$ cat config.mk
export PLATFORM = sky130hd
export DESIGN_NAME = pipe_perf_trace_monitor
export DESIGN_NICKNAME = d
export VERILOG_FILES = /design/src/rtl/pipe_perf_pkg.sv /design/src/rtl/perf_trace_fifo.sv /design/src/rtl/pipe_perf_trace_monitor.sv
export SDC_FILE = /design/constraint.sdc
export NUM_CORES = 1
export LEC_CHECK = 0
export ABC_AREA = 1
export CAP_MARGIN = 5
export CORE_ASPECT_RATIO = 1.1
export CORE_MARGIN = 2
export CORE_UTILIZATION = 35
export DETAILED_ROUTE_END_ITERATION = 6
export GPL_TIMING_DRIVEN = 1
export PLACE_DENSITY = 0.65
export SYNTH_ARGS = -nofsm -noshare
export SYNTH_HDL_FRONTEND = slang
export SYNTH_SLANG_ARGS = --single-unit
$ cat constraint.sdc
create_clock -name clk -period 10.5 [get_ports clk]
set_input_delay 2.1 -clock clk [delete_from_list [all_inputs] [get_ports clk]]
set_output_delay 2.1 -clock clk [all_outputs]
set_load 0.005 [all_outputs]
$ cat src/rtl/pipe_perf_pkg.sv
`default_nettype none
// ============================================================================
// Module      : pipe_perf_pkg
// Description : Shared types and default sizes for the pipeline perf/trace
//               monitor.
// Revision    : 1.0 - initial release
// ============================================================================
package pipe_perf_pkg;

    localparam int TRACE_W        = 69;
    localparam int DEF_COUNT_W    = 32;
    localparam int DEF_FIFO_DEPTH = 8;
    localparam int DEF_DROP_W     = 16;

    typedef struct packed {
        logic [31:0] pc;
        logic [4:0]  rd;
        logic [31:0] data;
    } trace_entry_t;

endpackage
`default_nettype wire

$ cat src/rtl/perf_trace_fifo.sv
`default_nettype none
// ============================================================================
// Module      : perf_trace_fifo
// Description : Synchronous first-word-fall-through FIFO with occupancy level.
// Revision    : 1.0 - initial release
// ============================================================================
module perf_trace_fifo
    import pipe_perf_pkg::*;
#(
    parameter int WIDTH = TRACE_W,
    parameter int DEPTH = DEF_FIFO_DEPTH
) (
    input  logic                     clk,
    input  logic                     rst,
    input  logic                     push,
    input  logic [WIDTH-1:0]         din,
    input  logic                     pop,
    output logic [WIDTH-1:0]         dout,
    output logic                     full,
    output logic                     empty,
    output logic [$clog2(DEPTH):0]   level
);

    localparam int          AW           = $clog2(DEPTH);
    localparam logic [AW:0] c_full_level = (AW + 1)'(DEPTH);

    logic [WIDTH-1:0] r_mem [DEPTH];
    logic [AW-1:0]    r_wr_ptr;
    logic [AW-1:0]    r_rd_ptr;
    logic [AW:0]      r_level;
    logic             w_do_push;
    logic             w_do_pop;

    assign empty = (r_level == '0);
    assign full  = (r_level == c_full_level);
    assign level = r_level;

    // A pop frees the slot a simultaneous push needs, so full+pop still accepts.
    assign w_do_pop  = pop & ~empty;
    assign w_do_push = push & (~full | w_do_pop);

    assign dout = empty ? '0 : r_mem[r_rd_ptr];

    always_ff @(posedge clk) begin
        if (w_do_push) begin
            r_mem[r_wr_ptr] <= din;
        end
    end

    always_ff @(posedge clk) begin
        if (rst) begin
            r_wr_ptr <= '0;
            r_rd_ptr <= '0;
            r_level  <= '0;
        end else begin
            if (w_do_push) begin
                r_wr_ptr <= r_wr_ptr + 1'b1;
            end
            if (w_do_pop) begin
                r_rd_ptr <= r_rd_ptr + 1'b1;
            end
            case ({w_do_push, w_do_pop})
                2'b10:   r_level <= r_level + 1'b1;
                2'b01:   r_level <= r_level - 1'b1;
                default: r_level <= r_level;
            endcase
        end
    end

endmodule
`default_nettype wire

$ cat src/rtl/pipe_perf_trace_monitor.sv
`default_nettype none
// ============================================================================
// Module      : pipe_perf_trace_monitor
// Description : Passive pipeline observer: performance counters plus a trace
//               FIFO of architectural register writes.
// Revision    : 1.0 - initial release
// ============================================================================
module pipe_perf_trace_monitor
    import pipe_perf_pkg::*;
#(
    parameter int COUNT_W    = DEF_COUNT_W,
    parameter int FIFO_DEPTH = DEF_FIFO_DEPTH,
    parameter int DROP_W     = DEF_DROP_W
) (
    input  logic                          clk,
    input  logic                          rst,
    input  logic                          enable,
    input  logic                          clear,
    input  logic                          stall_f,
    input  logic                          stall_d,
    input  logic                          flush_d,
    input  logic                          flush_e,
    input  logic                          wb_valid,
    input  logic                          wb_regwrite,
    input  logic [4:0]                    wb_rd,
    input  logic [31:0]                   wb_data,
    input  logic [31:0]                   wb_pc,
    output logic [COUNT_W-1:0]            cycle_count,
    output logic [COUNT_W-1:0]            instret_count,
    output logic [COUNT_W-1:0]            stall_count,
    output logic [COUNT_W-1:0]            flush_count,
    output logic                          trace_valid,
    input  logic                          trace_ready,
    output logic [31:0]                   trace_pc,
    output logic [4:0]                    trace_rd,
    output logic [31:0]                   trace_data,
    output logic [$clog2(FIFO_DEPTH):0]   trace_level,
    output logic                          overflow,
    output logic [DROP_W-1:0]             drop_count
);

    logic [COUNT_W-1:0] r_cycle_count;
    logic [COUNT_W-1:0] r_instret_count;
    logic [COUNT_W-1:0] r_stall_count;
    logic [COUNT_W-1:0] r_flush_count;
    logic               r_overflow;
    logic [DROP_W-1:0]  r_drop_count;

    logic               w_fifo_rst;
    logic               w_push_req;
    logic               w_pop;
    logic               w_full;
    logic               w_empty;
    logic               w_drop;
    trace_entry_t       w_din;
    trace_entry_t       w_head;

    // clear behaves exactly like reset, FIFO included.
    assign w_fifo_rst = rst | clear;
    assign w_push_req = enable & wb_valid & wb_regwrite & (wb_rd != 5'd0);
    assign w_pop      = trace_valid & trace_ready;
    assign w_drop     = w_push_req & w_full & ~w_pop;

    assign w_din = '{pc: wb_pc, rd: wb_rd, data: wb_data};

    perf_trace_fifo #(
        .WIDTH (TRACE_W),
        .DEPTH (FIFO_DEPTH)
    ) u_fifo (
        .clk   (clk),
        .rst   (w_fifo_rst),
        .push  (w_push_req),
        .din   (w_din),
        .pop   (w_pop),
        .dout  (w_head),
        .full  (w_full),
        .empty (w_empty),
        .level (trace_level)
    );

    assign trace_valid = ~w_empty;
    assign trace_pc    = w_head.pc;
    assign trace_rd    = w_head.rd;
    assign trace_data  = w_head.data;

    always_ff @(posedge clk) begin
        if (rst || clear) begin
            r_cycle_count   <= '0;
            r_instret_count <= '0;
            r_stall_count   <= '0;
            r_flush_count   <= '0;
            r_overflow      <= 1'b0;
            r_drop_count    <= '0;
        end else begin
            if (enable) begin
                r_cycle_count <= r_cycle_count + 1'b1;
                if (wb_valid) begin
                    r_instret_count <= r_instret_count + 1'b1;
                end
                if (stall_f | stall_d) begin
                    r_stall_count <= r_stall_count + 1'b1;
                end
                if (flush_d | flush_e) begin
                    r_flush_count <= r_flush_count + 1'b1;
                end
            end
            if (w_drop) begin
                r_overflow <= 1'b1;
                if (r_drop_count != '1) begin
                    r_drop_count <= r_drop_count + 1'b1;
                end
            end
        end
    end

    assign cycle_count   = r_cycle_count;
    assign instret_count = r_instret_count;
    assign stall_count   = r_stall_count;
    assign flush_count   = r_flush_count;
    assign overflow      = r_overflow;
    assign drop_count    = r_drop_count;

endmodule
`default_nettype wire

==> flow_summary.yaml <==
routing:
  wl_per_cell_um: 17.8
  drt.antenna.violating_nets: 0
  detail_route.vias_per_cell: 5.01
  wl_mm: 76.6
  drt_pass1_iterations: 5
  drc: 0
  via_count: 21500
  drt_iter0_drc: 1621
floorplanning:
  initial_core_util: 0.355
  die_h_um: 309
  core_sq_um: 83600
  die_area_sq_um: 87000
  die_x_um: 281
  io-pin-count: 299
  fp-row-count: 111
placed_design:
  place.gp.congestion: 0.856
  placed_cell_area_sq_um: 33700
  place_hpwl_mm: 45.2
  dp_cells: 4158
  portBuffers: 298
clock_network:
  clk_pin_slew_worst_paths_ns: 0.06
  clock-sinks: 710
  postCtsHoldBufs: 0
  post-cts-setup-buffers: 0
  cts_tree: "done"
  clock_latency_ns: 0.62
  cts_resized: 0
  numCtsBuffers: 77
  h-tree-depth: 3
  cts_root_buffer: "clkbuf_16"
  cts_buffer_depth: 3
timing:
  hold_viol_final: 0
  worst_pin_slew_ns: 1.10
  rsz0062_at_grt: "false"
  relSlewSlack: 0.268
  setup_viol: 0
  period_share: 0.589
  maxSlewViolCount: 0
  period_minus_slack_ns: 6.18
  finalSetupTns_ns: 0
  skew_ns: 0.0132
  fmax_ghz: 0.162
synthesis:
  avgSynthCellArea_sq_um: 10.4
  ys_seq_area_frac: 0.666
  async_reset_ff_frac: 0
  synth_edf_count: 552
  ys_ff_latch: 710
  synth_cells: 2840
  synth_nets: 2930
  yosysWarningCount: 0
  ys_types: 45
  syn_area_sq_um: 29600
  synthFlopType: "edfxtp_1"
global_routing:
  grt_max_degree: 112
  use_met3: 0.0459
  first_global_vias: 20500
  grt.total_usage: 0.172
  gr-total-overflow: 0
  busiest_layer: "met2"
  grt_antenna_before_repair: 6
  grt_first_pass_wirelength_mm: 117
  grt_util_met1: 0.216
  grt.met2_usage: 0.289
setup_path:
  r2r_cells: 7
  worstReg2RegEnd: "u_fifo.r_mem[1][28]"
  crit_buf_inv: 3
  path_cells: "buf_4, buf_4, o21ai_0, o22ai_1, o21ai_0, a31oi_1, clkdlybuf4s50_1"
  cp_slowest_stage_delay_ns: 0.88
  crit_type: "reg -> out"
  cp-start-kind: "register"
  crit_fanout: 94
  cp_top_family: "buffers and inverters"
  r2r-start: "u_fifo.level[2]"
  end_kind: "output port"
  crit_arrival_ns: 4.08
  rrSetupSlack_ns: 7.20
  critPathRequiredTime_ns: 8.40
  slowest_stage: "buf_4"
layout:
  drive_above_1_share: 0.0638
  final_cell_area_sq_um: 36200
  area_delta_synth_final_pct: 22.1
  finish.net_count: 3197
  fin_util: 0.433
  mostFrequentLayoutCells: "nor2_1 (650), edfxtp_1 (552), o21ai_0 (350), clkdlybuf4s50_1 (298), nand2_1 (295)"
  layout_commonest_cell: "nor2_1"
  stdcell_count: 4298
pwr:
  combPwrFrac: 0.035
  swShare: 0.212
  power_density_nw_per_um2: 165
  power.internal_mw: 4.70
  pwr-share-seq: 0.510
  leakage_nw: 11.8
  power_frac_clock: 0.456
  p_sw_mw: 1.26
  irDropWorstVdd_uv: 107
hold_path:
  worstHoldEndpoint: "u_fifo.r_rd_ptr[2]"
  min_path_type: "reg -> reg"
  hold_start: "u_fifo.r_rd_ptr[2]"
  min_delay_path_depth: 2
status:
  outcome: "complete, no violations"
job:
  maxCapViolations: 0
==> cells in the mapped netlist, types with 2 or more instances <==
master | number | share of area
o21bai_1 | 4 | 0.0010
buf_1 | 11 | 0.0014
nor3_1 | 40 | 0.0068
nand4_2 | 2 | 0.00084
nand4_1 | 32 | 0.0068
nand3_1 | 91 | 0.015
buf_2 | 25 | 0.0042
buf_4 | 16 | 0.0041
xnor2_1 | 7 | 0.0021
o21ai_1 | 46 | 0.0078
nand2_2 | 3 | 0.00063
clkbuf_1 | 74 | 0.0094
nor2_1 | 659 | 0.083
nor4_1 | 2 | 0.00042
nand3b_1 | 5 | 0.0013
xor2_1 | 17 | 0.0050
inv_1 | 154 | 0.020
dfxtp_1 | 158 | 0.11
edfxtp_1 | 552 | 0.56
nand2_4 | 3 | 0.0011
nor2_8 | 2 | 0.0014
nand3_4 | 2 | 0.0012
inv_4 | 2 | 0.00042
buf_6 | 5 | 0.0019
nor2_4 | 8 | 0.0030
nand2_1 | 295 | 0.037
ha_1 | 9 | 0.0038
inv_2 | 9 | 0.0011
nor2_2 | 17 | 0.0036
o21a_1 | 8 | 0.0020
a21oi_1 | 75 | 0.013
a31oi_1 | 71 | 0.015
o22ai_1 | 69 | 0.015
nand3_2 | 3 | 0.0010
nor3_4 | 4 | 0.0022
clkinv_1 | 2 | 0.00025
o21ai_0 | 350 | 0.059
==> state kept, by name, indices dropped and copies added (netlist names), named ones only <==
register and count:
u_fifo.r_rd_ptr 3, instret_count 32, overflow 1, u_fifo.r_wr_ptr 3, flush_count 32, drop_count 16, stall_count 32, cycle_count 32
u_fifo.level 4, u_fifo.r_mem 552
==> worst register-to-register path, delay by kind of cell (launching register included) <==
family	cells	cell delay, ns
AND/OR/NAND/NOR	5	1.51
buffers and inverters	2	0.94
flip-flops	1	0.44
==> metrics by stage <==
stage,worst slack (ns),total power [mW],hold WS [ns]
after CTS,4.25,6.03,0.468
after global placement,4.63,3.31,0.450
after global routing,4.05,6.16,0.508
after detailed placement,4.53,3.31,0.457
after floorplan,4.29,3.19,0.433
final,4.32,5.97,0.471
==> logic make-up (layout without fill, tap and decap cells) <==
group                      Yosys count  in the layout  share of synthesized area
xor gates and xnor gates            24             24                    0.00709
buffers and inverters              298            625                     0.0423
and+or+nand+nor                   1172           1172                      0.167
AOI/OAI and AO/OA                  626            626                      0.113
adders and majority gates           10             10                    0.00447
other                                0              1                          0
DFF                                710            710                      0.666
==> routing by layer <==
layer,vias up,share of wire
li1,10400,-
met1,10300,0.42
met2,641,0.48
met3,122,0.077
met4,12,0.024
met5,-,0.0011
==> how the worst max path moves through the flow <==
stage | start | end | slack (ns) | cells past startpoint
finish | register | trace_pc[9] | 4.32 | 7
global route | register | trace_pc[8] | 4.05 | 7
CTS | register | trace_pc[0] | 4.25 | 7
detailed placement | wb_rd[2] | u_fifo.r_mem[1][23] | 4.53 | 8
global placement | wb_rd[3] | u_fifo.r_mem[1][15] | 4.63 | 8
floorplan | enable | u_fifo.r_mem[0][0] | 4.29 | 7
==> cell type report <==
type,count,area (sq um)
inverter,167,642
multi-input combinational,1832,8720
timing repair buffer,319,3140
tap,1130,1410
sequential,710,19700
clock inverter,45,503
fill,7822,47400
antenna,1,2.50
clock buffer,94,2030
==> power groups by stage <==
stage          Clock (mW)  Combinational [mW]  Sequential [mW]
2_1_floorplan           0              0.0895             3.10
3_3_place_gp            0               0.206             3.10
4_1_cts              2.78               0.209             3.04
6_report             2.72               0.206             3.04
5_1_grt              2.89               0.227             3.04
3_5_place_dp            0               0.208             3.10
(Power assumes the default switching activity.)
